## config.mk

```make
export PLATFORM = sky130hd
export DESIGN_NAME = hazard_ctrl
export DESIGN_NICKNAME = d
export VERILOG_FILES = /design/src/rtl/hazard_ctrl.sv
export SDC_FILE = /design/constraint.sdc
export NUM_CORES = 1
export LEC_CHECK = 0
export ABC_AREA = 1
export CAP_MARGIN = 20
export CORE_AREA = 2 2 104 106
export DETAILED_ROUTE_END_ITERATION = 8
export DIE_AREA = 0 0 106 108
export GPL_TIMING_DRIVEN = 0
export PLACE_DENSITY = 0.79
export REMOVE_ABC_BUFFERS = 1
export SYNTH_ARGS = -nofsm -noshare
export SYNTH_HDL_FRONTEND = slang
export SYNTH_SLANG_ARGS = --single-unit
```

## constraint.sdc

```tcl
create_clock -name clk -period 2.4 [get_ports clk]
set_input_delay 0.48 -clock clk [delete_from_list [all_inputs] [get_ports clk]]
set_output_delay 0.48 -clock clk [all_outputs]
set_load 0.005 [all_outputs]
```

## src/rtl/hazard_ctrl.sv

```systemverilog
// Hazard and pipeline-sequencing controller for the 5-stage RISC-V core.
// Resolves load-use, taken-branch redirect and data-memory wait hazards, and forwards ALU operands.
module hazard_ctrl #(
   parameter int unsigned REDIRECT_CYCLES = 1,
   parameter int unsigned CNT_W           = 32
) (
   input  logic             clk,
   input  logic             rst_n,
   input  logic [4:0]       Rs1D,
   input  logic [4:0]       Rs2D,
   input  logic [4:0]       Rs1E,
   input  logic [4:0]       Rs2E,
   input  logic [4:0]       RdE,
   input  logic             RegWriteE,
   input  logic             ResultSrcE,
   input  logic [4:0]       RdM,
   input  logic [4:0]       RdW,
   input  logic             RegWriteM,
   input  logic             RegWriteW,
   input  logic             PCSrcE,
   input  logic             MemReqM,
   input  logic             MemReadyM,
   output logic             StallF,
   output logic             StallD,
   output logic             StallE,
   output logic             StallM,
   output logic             FlushD,
   output logic             FlushE,
   output logic [1:0]       ForwardAE,
   output logic [1:0]       ForwardBE,
   output logic [CNT_W-1:0] stall_cnt,
   output logic [CNT_W-1:0] flush_cnt
);

   localparam int unsigned RC_W   = 3;
   localparam logic [RC_W-1:0] RELOAD = RC_W'(REDIRECT_CYCLES - 1);
   localparam bit          MULTI  = (REDIRECT_CYCLES > 1);

   typedef enum logic [1:0] {
      RUN      = 2'd0,
      MEM_WAIT = 2'd1,
      REDIRECT = 2'd2
   } state_t;

   state_t          state, state_nxt;
   logic [RC_W-1:0] rcnt, rcnt_nxt;
   logic            lu, mw;

   // Operand bypass: the younger Memory-stage result beats Writeback.
   function automatic logic [1:0] fwd_sel(
      input logic [4:0] rs,
      input logic       wr_m,
      input logic [4:0] rd_m,
      input logic       wr_w,
      input logic [4:0] rd_w
   );
      logic [1:0] sel;
      sel = 2'b00;
      if (wr_m && (rd_m != 5'd0) && (rd_m == rs))
         sel = 2'b10;
      else if (wr_w && (rd_w != 5'd0) && (rd_w == rs))
         sel = 2'b01;
      return sel;
   endfunction

   always_comb begin
      ForwardAE = 2'b00;
      ForwardBE = 2'b00;
      if (rst_n) begin
         ForwardAE = fwd_sel(Rs1E, RegWriteM, RdM, RegWriteW, RdW);
         ForwardBE = fwd_sel(Rs2E, RegWriteM, RdM, RegWriteW, RdW);
      end
   end

   assign lu = ResultSrcE && RegWriteE && (RdE != 5'd0) && ((RdE == Rs1D) || (RdE == Rs2D));
   assign mw = MemReqM && !MemReadyM;

   // State and redirect counter.
   always_ff @(posedge clk or negedge rst_n) begin
      if (!rst_n) begin
         state <= RUN;
         rcnt  <= '0;
      end else begin
         state <= state_nxt;
         rcnt  <= rcnt_nxt;
      end
   end

   // Next state and pipeline controls; a memory wait overrides everything else.
   always_comb begin
      state_nxt = state;
      rcnt_nxt  = rcnt;
      StallF    = 1'b0;
      StallD    = 1'b0;
      StallE    = 1'b0;
      StallM    = 1'b0;
      FlushD    = 1'b0;
      FlushE    = 1'b0;
      if (rst_n) begin
         unique case (state)
            RUN, MEM_WAIT: begin
               state_nxt = RUN;
               if (mw) begin
                  {StallF, StallD, StallE, StallM} = 4'b1111;
                  state_nxt = MEM_WAIT;
               end else if (PCSrcE) begin
                  FlushD = 1'b1;
                  FlushE = 1'b1;
                  if (MULTI) begin
                     state_nxt = REDIRECT;
                     rcnt_nxt  = RELOAD;
                  end
               end else if (lu) begin
                  StallF = 1'b1;
                  StallD = 1'b1;
                  FlushE = 1'b1;
               end
            end
            REDIRECT: begin
               if (mw) begin
                  {StallF, StallD, StallE, StallM} = 4'b1111;
               end else if (PCSrcE) begin
                  FlushD   = 1'b1;
                  FlushE   = 1'b1;
                  rcnt_nxt = RELOAD;
               end else begin
                  FlushD   = 1'b1;
                  rcnt_nxt = rcnt - RC_W'(1);
                  if (rcnt == RC_W'(1))
                     state_nxt = RUN;
               end
            end
            default: begin
               state_nxt = RUN;
               rcnt_nxt  = '0;
            end
         endcase
      end
   end

   // Saturating performance counters.
   always_ff @(posedge clk or negedge rst_n) begin
      if (!rst_n) begin
         stall_cnt <= '0;
         flush_cnt <= '0;
      end else begin
         if (StallF && (stall_cnt != {CNT_W{1'b1}}))
            stall_cnt <= stall_cnt + CNT_W'(1);
         if (FlushE && (flush_cnt != {CNT_W{1'b1}}))
            flush_cnt <= flush_cnt + CNT_W'(1);
      end
   end

endmodule

```

[Yosys cells after proc, flatten, opt, wreduce, memory -nomap -nowiden]
Cells that the tools add are included.
Cells by class
  bitwise logic cells: 1
  add/subtract/negate cells: 3
  equality and inequality tests: 14
  reductions and logical operators: 22
  mux-type cells: 31
Operator list (number)
  32-bit by 1-bit adder with 32-bit output, second input constant: 2
  32-bit != test, second input constant: 2
  5-bit equality test: 6
  1-bit 2-to-1 mux: 17
  5-bit nonzero test: 3
  2-bit 2-to-1 mux: 7
  1-bit logical AND: 12
  3-bit 2-to-1 mux: 2
  2-bit != test, second input constant: 3
  1-bit one-hot mux with 2 select lines: 3
  3-bit one-hot mux with 2 select lines: 1
  2-bit one-hot mux with 2 select lines: 1
  4-bit AND reduction: 1
  3-bit by 1-bit equality test with 1-bit output, second input constant: 1
  3-bit AND reduction: 1
  3-bit OR reduction: 1
  3-bit by 1-bit subtractor with 3-bit output, second input constant: 1
  2-bit by 1-bit equality test with 1-bit output, second input constant: 1
  2-bit equality test, second input constant: 1
  2-bit zero test: 1
  2-bit OR reduction: 1
  1-bit zero test: 1
  1-bit logical OR: 1
  1-bit NOT: 1
Word-level totals
  output and inout bits: 74
  input port bits: 44
  bits in registers: 69
  word-level logic and storage cells: 75

[Depth between registers and ports, before layout]
  word-level depth: 9
  depth in mapped cells: 12
  mapped depth without buffers: 11

[Worst setup path before layout]
Ideal clock, no wire load.
  kind: input port to output port
  from: input RdE[3]
  to: output FlushE
  data required time: 1.920 ns
  slack: 0.488 ns
  stages on the path: 11
  arrival: 1.432 ns
  cells stage by stage: inv_1 nand2_1 nand2_1 nor2_1 nand3_1 nand2_1 nand2_1 nand2_1 clkbuf_1 nand2_1 nor2_1
On the way
  word-level cells in the longest chain between the ends: 8
  elaborated cells on any way between the ends: 11
  those cells by class: 2 x eq/ne; 5 x mux; 4 x reduce/logical
Ends and longest elaborated chain
  start, declared: RTL line 13  | input logic [4:0] RdE,
  5-bit equality test or 5-bit nonzero test (tied branches): RTL line 75  | assign lu = ResultSrcE && RegWriteE && (RdE != 5'd0) && ((RdE == Rs1D) || (RdE == Rs2D));
  1-bit logical OR or 1-bit logical AND (tied branches): RTL line 75
  1-bit logical AND (*): RTL line 75
  1-bit 2-to-1 mux (*): RTL line 113  | end else if (lu) begin
  1-bit 2-to-1 mux (*): RTL line 106  | end else if (PCSrcE) begin
  1-bit 2-to-1 mux (*): RTL line 103  | if (mw) begin
  1-bit one-hot mux with 2 select lines (*): RTL line 100  | unique case (state)
  1-bit 2-to-1 mux (*): RTL line 99  | if (rst_n) begin
  end, declared: RTL line 28  | output logic FlushE,
Mark *: on every way between the ends. The rest lies on a longest branch, timed or not.

[Worst setup path in the final report]
  from: register stall_cnt[20]
  to: register stall_cnt[27]
On the way
  word-level cells in the longest chain between the ends: 2
  elaborated cells on any way between the ends: 3
  those cells by class: 1 x add/sub; 1 x eq/ne; 1 x reduce/logical
Ends and longest elaborated chain
  start, declared: RTL line 31  | output logic [CNT_W-1:0] stall_cnt,
  start signal, assigned: RTL line 148  | stall_cnt <= stall_cnt + CNT_W'(1);
  branches (longest 2 deep; another with 32-bit by 1-bit adder with 32-bit output)
Several ways; the timed one is not identified.
A chain may end at the register's enable or synchronous reset.

==> impl_metrics.toml <==
[floorplanning]
num_io_pins = 118
die_h_um = 108
die_x_um = 106
die-area_sq_um = 11400
std_cell_rows = 37
coreArea_sq_um = 10200
initial_core_util_pct = 49.3

[sta]
skew_ns = 0.0117
slew_viol_final = 0
timing.fmax_ghz = 0.434
slew_headroom_pct = 19.6
fin_ws_ns = 0.0963
tightest_slew_ns = 1.20
finalCritPeriodShare_pct = 96.0
fin_crit_ns = 2.30
hold_viol = 0
finalSetupViolations = 0

[power]
peakVddDrop_uv = 223
p_leak_nw = 3.36
p_per_area_nw_per_um2 = 388
p_total_mw = 2.64

[clock_tree]
cts_buffer_depth = 2
clockRootBuffer = "clkbuf_8"
hold_buffers = 0
cts_max_level = 3
cts_tree = "built"
cts.clk_slew.worst_paths_ns = 0.07
cts_made_buffers = 9
clock_sink_count = 64
clkLatencyLatePin_ns = 0.35

[synthesis]
syn_inst = 820
synth_top_family_by_area = "simple AND/OR/NAND/NOR gates"
synth-simple-area-share_pct = 50.6
yosys_warnings = 0
ys_seq_area_share_pct = 31.8
synthMuxAreaShare_pct = 0
yosys.area_share.xor_xnor_pct = 7.47
avgSynthCellArea_sq_um = 6.15
synth_compound_area_share_pct = 0.571
synth_area_sq_um = 5040
synth_cell_types = 26
synth-adder-area-share_pct = 0.497
ys_seq_elements = 64

[run_status]
status = "completed"

[grt]
grt_max_degree = 69
grtUsageTotal_pct = 26.7
grt_overflow_total = 0
antenna_found_initial = 0
grt_pass1_wl_um = 24900
grt_pass1_vias = 5291

[critical_path]
critPathLaunchType = "flip-flop"
cp-endpoint = "stall_cnt[27]"
cp-startpoint = "stall_cnt[20]"
required_ns = 2.64
r2r_end = "stall_cnt[27]"
worstRegToRegCells = 6
reg2reg_slack_ns = 0.1
critical_path_class = "reg2reg"
worstPathMaxFanout = 6
timing.rr.start = "stall_cnt[20]"
crit_path_end_kind = "flip-flop"
critPathArrivalTime_ns = 2.54

[routing]
wl_um = 15000
vias_per_cell = 5.24
detail-route-antenna-nets = 0
vias = 5708
drc = 0
drt-initial-drc-count = 325
wire_per_inst_um = 13.8
dr.pass1.iters = 5

[finish]
area_growth_pct = 34.9
antennaDiodeCount = 0
drive_gt1_share_pct = 6.72
layout.nets = 994

[placement]
port_buffers = 117
globalplace.congestion = 0.962
place.detailed.hpwl_um = 9860
place_ws_ns = -1.40

[flow_run]
max_cap_violations = 0

[worst_hold_path]
worstHoldPathType = "in2async"
==> registers in the layout, summed over array words and instances, names as in the netlist <==
| register | count |
|---|---|
| flush_cnt | 32 |
| stall_cnt | 32 |
==> kinds of logic after synthesis <==
group / count (synthesis)
buffers and inverters: 110
and+or+nand+nor: 596
xor gates and xnor gates: 43
DFF: 64
AOI/OAI and AO/OA: 5
adders and majority gates: 2
==> metal layers <==
| metal | GRT usage, % | vias up | part of all wire, % |
|---|---|---|---|
| li1 | - | 2845 | - |
| met2 | 47.1 | 221 | 48 |
| met1 | 33.1 | 2603 | 42 |
| met3 | 4.94 | 39 | 6.6 |
| met4 | 8.74 | 0 | 2.9 |
| met5 | 0 | - | 0 |
==> stage by stage <==
stage	hold slack [ns]	instances	TNS, ns	area [sq um]	util [%]
2_1_floorplan	0.184	796	-11.13	4900	-
3_3_place_gp	0.522	1049	-367.81	6240	61.0
3_5_place_dp	0.524	1050	-53.86	6270	61.3
4_1_cts	0.0376	1077	0	6620	64.7
5_1_grt	0.0394	1089	-0.0264	6800	66.4
6_report	0.0117	1089	0	6800	66.4
==> where the power goes <==
part / internal, mW / switching, mW
combinational: 0.282 / 0.295
sequential: 1.14 / 0.0959
clock: 0.397 / 0.430
==> synthesized netlist by cell type <==
library cell / count / area share, %
a22o_1: 1 / 0.17
and3_1: 1 / 0.12
buf_1: 2 / 0.15
buf_2: 7 / 0.70
buf_4: 4 / 0.60
buf_6: 3 / 0.67
clkbuf_1: 8 / 0.60
dfrtp_1: 64 / 32
ha_1: 2 / 0.50
inv_1: 86 / 6.4
nand2_1: 330 / 25
nand2_2: 1 / 0.12
nand2_4: 1 / 0.22
nand3_1: 77 / 7.6
nand3_2: 1 / 0.20
nand3b_1: 12 / 1.8
nand4_1: 36 / 4.5
nand4_4: 1 / 0.42
nor2_1: 114 / 8.5
nor2_2: 2 / 0.25
nor3_1: 17 / 1.7
nor3_4: 1 / 0.32
nor4_1: 2 / 0.25
o21ai_0: 4 / 0.40
xnor2_1: 14 / 2.4
xor2_1: 29 / 5.0
==> worst min path at each step <==
stage                     to  slack, ns  depth (start not counted)
3_3_place_gp    flush_cnt[1]       0.52                          2
3_5_place_dp   stall_cnt[31]       0.52                          2
4_1_cts         stall_cnt[4]       0.04                          1
2_1_floorplan   flush_cnt[0]       0.18                          0
5_1_grt         stall_cnt[7]       0.04                          1
6_report       stall_cnt[17]       0.01                          1
==> cell type report <==
class | instances | area [sq um]
Sequential cell | 64 | 1600
Inverter | 86 | 327
Tap cell | 136 | 170
Timing Repair Buffer | 134 | 1330
Fill cell | 957 | 3430
Multi-Input combinational cell | 653 | 3200
Clock buffer | 12 | 145
Clock inverter | 4 | 20.0
==> timing repair <==
item                                    in CTS  in global routing
gates cloned                                 4                  3
hold endpoints to repair                     0                  0
gates resized for setup                     44                 26
pin swaps                                    7                 13
buffers inserted                             7                  9
endpoints found under the setup margin      62                 60
==> worst max-delay path: stages, from the launching register on <==
cell and delay [ns]:
dfrtp_1 0.44, inv_1 0.11, nor3_1 0.96, nand4_4 0.32, buf_4 0.25, nand3_1 0.07
nand2_1 0.05
==> cells in the final DEF, fill, tap and decap left out, types with 2 or more instances in the layout <==
cell type        instances
buf_12                   3
buf_4                   14
clkbuf_1                 2
clkbuf_2                 2
clkbuf_8                10
clkdlybuf4s50_1         86
clkinv_2                 4
dfrtp_1                 63
dlygate4sd2_1           16
dlymetal6s2s_1          11
inv_1                   84
nand2_1                324
nand2_2                  2
nand2_4                  8
nand2_8                  3
nand3_1                 76
nand3_4                  2
nand3b_1                12
nand4_1                 36
nand4_4                  3
nor2_1                 112
nor2_4                   4
nor3_1                  15
nor3_2                   2
nor4_1                   2
o21ai_0                  3
xnor2_1                 14
xor2_1                  29
No activity file was read; power rests on OpenSTA's default activity.
==> RTL edit 1 (same flow settings) <==
The 3 states of `state_t` get a one-hot encoding in 3 bits.
--- a/src/rtl/hazard_ctrl.sv
+++ b/src/rtl/hazard_ctrl.sv
@@ -37,8 +37,8 @@
    localparam bit          MULTI  = (REDIRECT_CYCLES > 1);
 
-   typedef enum logic [1:0] {
-      RUN      = 2'd0,
-      MEM_WAIT = 2'd1,
-      REDIRECT = 2'd2
+   typedef enum logic [2:0] {
+      RUN      = 3'b001,
+      MEM_WAIT = 3'b010,
+      REDIRECT = 3'b100
    } state_t;
 
Check against the original RTL: same outputs for any inputs over 10 cycles, from zero or initial values and one cycle with rst_n low; not proved beyond that.
==> RTL edit 1 against the original RTL <==
  * Total power is 1.2% higher
  * Final area shrank 1.3%
  * Non-clock buffer count shrank 9
  * Utilization fell by 0.83 points
  * Combinational power rose by 2%
  * Worst setup slack gained 0.0028 ns
  * Clock skew increased by 0.0011 ns
  * Synthesized area increased by 1.3%
  * Routed wire length fell by 5.4%
  * Sequential cell count up 2
  * Critical endpoint is now ForwardBE[0]
==> RTL edit 1: results (changes against the original RTL) <==
Parameter                              Value

Clocking
  Clk sink count    66 (+3.1%)
  Count of instances resized after the clock tree is built    45 (+2.3%)

Finish
  Share of final-layout standard cells stronger than drive strength 1    0.08615 (+0.01899)
  Signal inverters    83 (-3.5%)
  Regs by FF count    flush_cnt (32), stall_cnt (32), state (2)
  Non-clock buffer instance count of the final layout    125 (-6.7%)
  Multi-input combinational cell count    627 (-4.0%)
  Clock buffer instance count of the final layout    11 (-1)
  Net count of the finished layout    958 (-3.6%)
  Fillers    911 (-4.8%)

Synth
  Synth top area cells    sky130_fd_sc_hd__dfrtp_1 (32%), sky130_fd_sc_hd__nand2_1 (23%), sky130_fd_sc_hd__nor2_1 (6.8%)
  Top cells by count, synth    sky130_fd_sc_hd__nand2_1 (316), sky130_fd_sc_hd__nor2_1 (93), sky130_fd_sc_hd__inv_1 (70)

Timing
  Clock skew    0.01279 ns (+0.001109 ns)
  Max_slew headroom    0.5359 (+0.3401)
  Hold_ws    0.01166 ns (-0.00006330 ns)

Global route
  Vias in the first global route    5,092 (-3.8%)
  Met1 layer usage reported by global route    0.3023 (-0.02848)
  Largest net degree at the start of global routing    72 (+4.3%)
  Global-route track usage on met2    0.4438 (-0.02765)
  Met3 GRT Util    0.05003 (+0.0006028)
  Tot GR Track Use    0.2499 (-0.01710)
  Global-route wire length before repair    23.23 mm (-6.7%)

Status
  Result of the run    finished, final reports clean

Placed design
  Dpl hpwl    9.440 mm (-4.2%)
  Worst setup slack after placement    -1.122 ns (+0.2797 ns)
  Placed cells    1,025 (-2.4%)
  Placed inst area    0.006305 mm² (+0.52%)

Routing
  Met1 wire length    6.056 mm (-4.7%)
  Total wirelength of the detailed-routed design    14.20 mm (-5.4%)
  Iteration count of the initial detailed-routing pass    4 (-1)
  Met2 wire length    6.978 mm (-3.6%)
  Detailed route wirelength on metal3    779 µm (-22%)

Critical path
  Worst-path maximum fanout    3 (-3)
  Data arrival time of the critical path    1.82 ns (-0.72 ns)
RTL edit 1: cell count changes after synthesis, sizes merged, moves of 4 or more:
cell / delta
clkbuf: -5
nand2: -10
nand4: +4
xor2: -4
buf: +4
nand3: -15
inv: -5
xnor2: +5
nor2: -11
RTL edit 1: worst max-delay path: stages:
cell,delay (ns)
sky130_fd_sc_hd__clkdlybuf4s50_1,0.51
sky130_fd_sc_hd__xnor2_1,0.13
sky130_fd_sc_hd__nand4_1,0.10
sky130_fd_sc_hd__nor2_1,0.10
sky130_fd_sc_hd__nand2_1,0.08
sky130_fd_sc_hd__and3_1,0.16
sky130_fd_sc_hd__dlygate4sd2_1,0.27
RTL edit 1: power breakdown:
group	internal, mW	switching (mW)
clock network	0.372	0.448
registers	1.18	0.0891
logic	0.292	0.294
RTL edit 1: logic make-up (layout without fill, tap and decap cells):
kind of cell / Yosys count / count (layout) / share of synthesized area
AOI/OAI and AO/OA: 10 / 10 / 0.01177
xor gates and xnor gates: 44 / 44 / 0.07551
adders and majority gates: 2 / 2 / 0.004902
buffers and inverters: 106 / 224 / 0.09144
DFF: 66 / 66 / 0.3239
and+or+nand+nor: 566 / 571 / 0.4925
RTL edit 1: worst paths after layout:
kind,startpoint,to
setup / recovery,Rs2E[3],ForwardBE[0]
hold / removal,rst_n,flush_cnt[5]$_DFFE_PN0P_
setup reg to reg,flush_cnt[0]$_DFFE_PN0P_,flush_cnt[6]$_DFFE_PN0P_
hold reg to reg,state[1]$_DFFE_PN0P_,state[1]$_DFFE_PN0P_
max in group asynchronous,rst_n,state[0]$_DFFE_PN1P_
min in group clk,state[1]$_DFFE_PN0P_,state[1]$_DFFE_PN0P_
==> RTL edit 2 (same settings) <==
Made on the original files. Change the parameter `CNT_W` from 32 to 28.
--- a/src/rtl/hazard_ctrl.sv
+++ b/src/rtl/hazard_ctrl.sv
@@ -3,5 +3,5 @@
 module hazard_ctrl #(
    parameter int unsigned REDIRECT_CYCLES = 1,
-   parameter int unsigned CNT_W           = 32
+   parameter int unsigned CNT_W           = 28
 ) (
    input  logic             clk,
Ports: changed (resized flush_cnt and stall_cnt); port bits go from 118 to 110. The function was not compared with the original's and may differ.
==> RTL edit 2 against the original RTL <==
  * Sequential cell count decreased by 8
  * Count of clock-buffer cells in the layout decreased by 7
  * Total power fell by 16%
  * Worst setup slack lost 0.015 ns
  * Routed wire length is 8.0% lower
  * Synthesized area fell by 13%
  * Highest routed layer unchanged
  * Final area down 13%
  * Via count shrank 12%
  * Largest power group unchanged
==> RTL edit 2: results (changes against the original RTL) <==
Parameter                              Value

Status
  Result of the run    finished, final reports clean

Placed design
  Dpl hpwl    9.493 mm (-3.7%)
  Placed cells    900 (-14%)
  Worst setup slack after placement    -1.204 ns (+0.1976 ns)
  Placed inst area    0.005558 mm² (-11%)
  Port Buffer Count    109 (-6.8%)
  Final GP Congestion    0.9267 (-3.6%)

Finish
  Non-clk buf share    0.1989 (+0.003247)
  Sequential cell count of the final layout    56 (-13%)
  Share of final-layout standard cells stronger than drive strength 1    0.08270 (+0.01554)
  Multi-input combinational cell count    555 (-15%)
  Regs by FF count    flush_cnt (28), stall_cnt (28)
  Clock network share of area    0.01527 (-0.009030)
  Sequential standard cell area    0.001401 mm² (-13%)
  Signal inverters    46 (-47%)
  Multi-input logic portion of the cell area    0.4901 (+0.01904)
  Net count of the finished layout    831 (-16%)
  Non-clock buffer instance count of the final layout    121 (-9.7%)

Synth
  Seq/Total Area, Yosys    0.3200 (+0.002224)
  Area share of fa/ha/maj cells after synthesis    0.005714 (+0.0007490)
  Number of cells produced by synthesis    674 (-18%)
  Xor/xnor cell area share of the yosys netlist    0.09800 (+0.02327)
  Top cells by count, synth    sky130_fd_sc_hd__nand2_1 (273), sky130_fd_sc_hd__nor2_1 (82), sky130_fd_sc_hd__dfrtp_1 (56)
  Post-synth cell types    34 (+31%)
  Synth top area cells    sky130_fd_sc_hd__dfrtp_1 (32%), sky130_fd_sc_hd__nand2_1 (23%), sky130_fd_sc_hd__nor2_1 (7.0%)

Clocking
  Clock-pin slew of the registers on the worst-case setup and hold paths    0.10 ns (+0.03 ns)
  Count of instances resized after the clock tree is built    67 (+52%)
  Clock latency on the worst-skew pair    0.33 ns (-0.02 ns)
  Buffer count from post-CTS setup fixing    8 (+1)
  Number of buffers created by CTS    5 (-4)
  H-Tree Level Count    2 (-1)

Timing
  Clock skew    0.009075 ns (-0.002607 ns)
  Max_slew headroom    0.3438 (+0.1480)

Routing
  Wire per inst    14.99 µm (+8.7%)
  Starting DRT DRC Count    483 (+49%)
  Routed vias/inst    5.437 (+3.7%)
  Total number of vias    5,013 (-12%)

Global route
  Vias in the first global route    4,522 (-15%)
  Global-route wire length before repair    22.01 mm (-12%)
  Tot GR Track Use    0.2372 (-0.02976)
  Largest net degree at the start of global routing    41 (-41%)

Power
  Internal power component    1.494 mW (-18%)
  Power per unit of standard cell area    376.7 mW/mm² (-3.0%)
  Pleak    2.828 nW (-16%)
  Peak supply drop    0.2797 mV (+26%)

Critical path
  Data arrival time of the critical path    1.84 ns (-0.70 ns)
  Worst-path maximum fanout    3 (-3)

Hold path
  Class of the tightest hold or removal check    in2async
RTL edit 2: path summary, 6_finish.rpt:
| check | slack, ns | cells after the start | to | start |
|---|---|---|---|---|
| min | 0.03 | 1 | flush_cnt[23]$_DFFE_PN0P_ | rst_n |
| max | 0.08 | 6 | FlushD | MemReqM |
| min in group clk | 0.56 | 2 | stall_cnt[27]$_DFFE_PN0P_ | stall_cnt[27]$_DFFE_PN0P_ |
| max reg2reg | 0.15 | 11 | stall_cnt[5]$_DFFE_PN0P_ | stall_cnt[0]$_DFFE_PN0P_ |
| min reg2reg | 0.56 | 2 | stall_cnt[27]$_DFFE_PN0P_ | stall_cnt[27]$_DFFE_PN0P_ |
| max in group asynchronous | 1.87 | 2 | flush_cnt[8]$_DFFE_PN0P_ | rst_n |
RTL edit 2: power groups by stage:
stage | clock (mW) | combinational, mW | sequential, mW
5_1_grt | 0.598 | 0.616 | 1.12
3_3_place_gp | 0 | 0.498 | 1.13
3_5_place_dp | 0 | 0.528 | 1.12
2_1_floorplan | 0 | 0.222 | 1.11
4_1_cts | 0.568 | 0.553 | 1.11
6_report | 0.548 | 0.563 | 1.11
RTL edit 2: worst max-delay path, stage by stage:
cell,delay (ns)
sky130_fd_sc_hd__clkdlybuf4s50_1,0.40
sky130_fd_sc_hd__inv_1,0.10
sky130_fd_sc_hd__nor2_4,0.06
sky130_fd_sc_hd__buf_4,0.15
sky130_fd_sc_hd__nor3_2,0.11
sky130_fd_sc_hd__clkdlybuf4s50_1,0.53
RTL edit 2: cells by family after synthesis:
group,after synthesis
compound gates,10
xor+xnor,49
fa+ha+maj,2
buf+inv,67
flops,56
simple gates,490
RTL edit 2: per-layer routing:
layer / wire (µm) / GRT usage
met5: 0 / 0
met3: 970 / 0.03195
met1: 6004 / 0.3159
met2: 6629 / 0.4069
met4: 218 / 0.06579
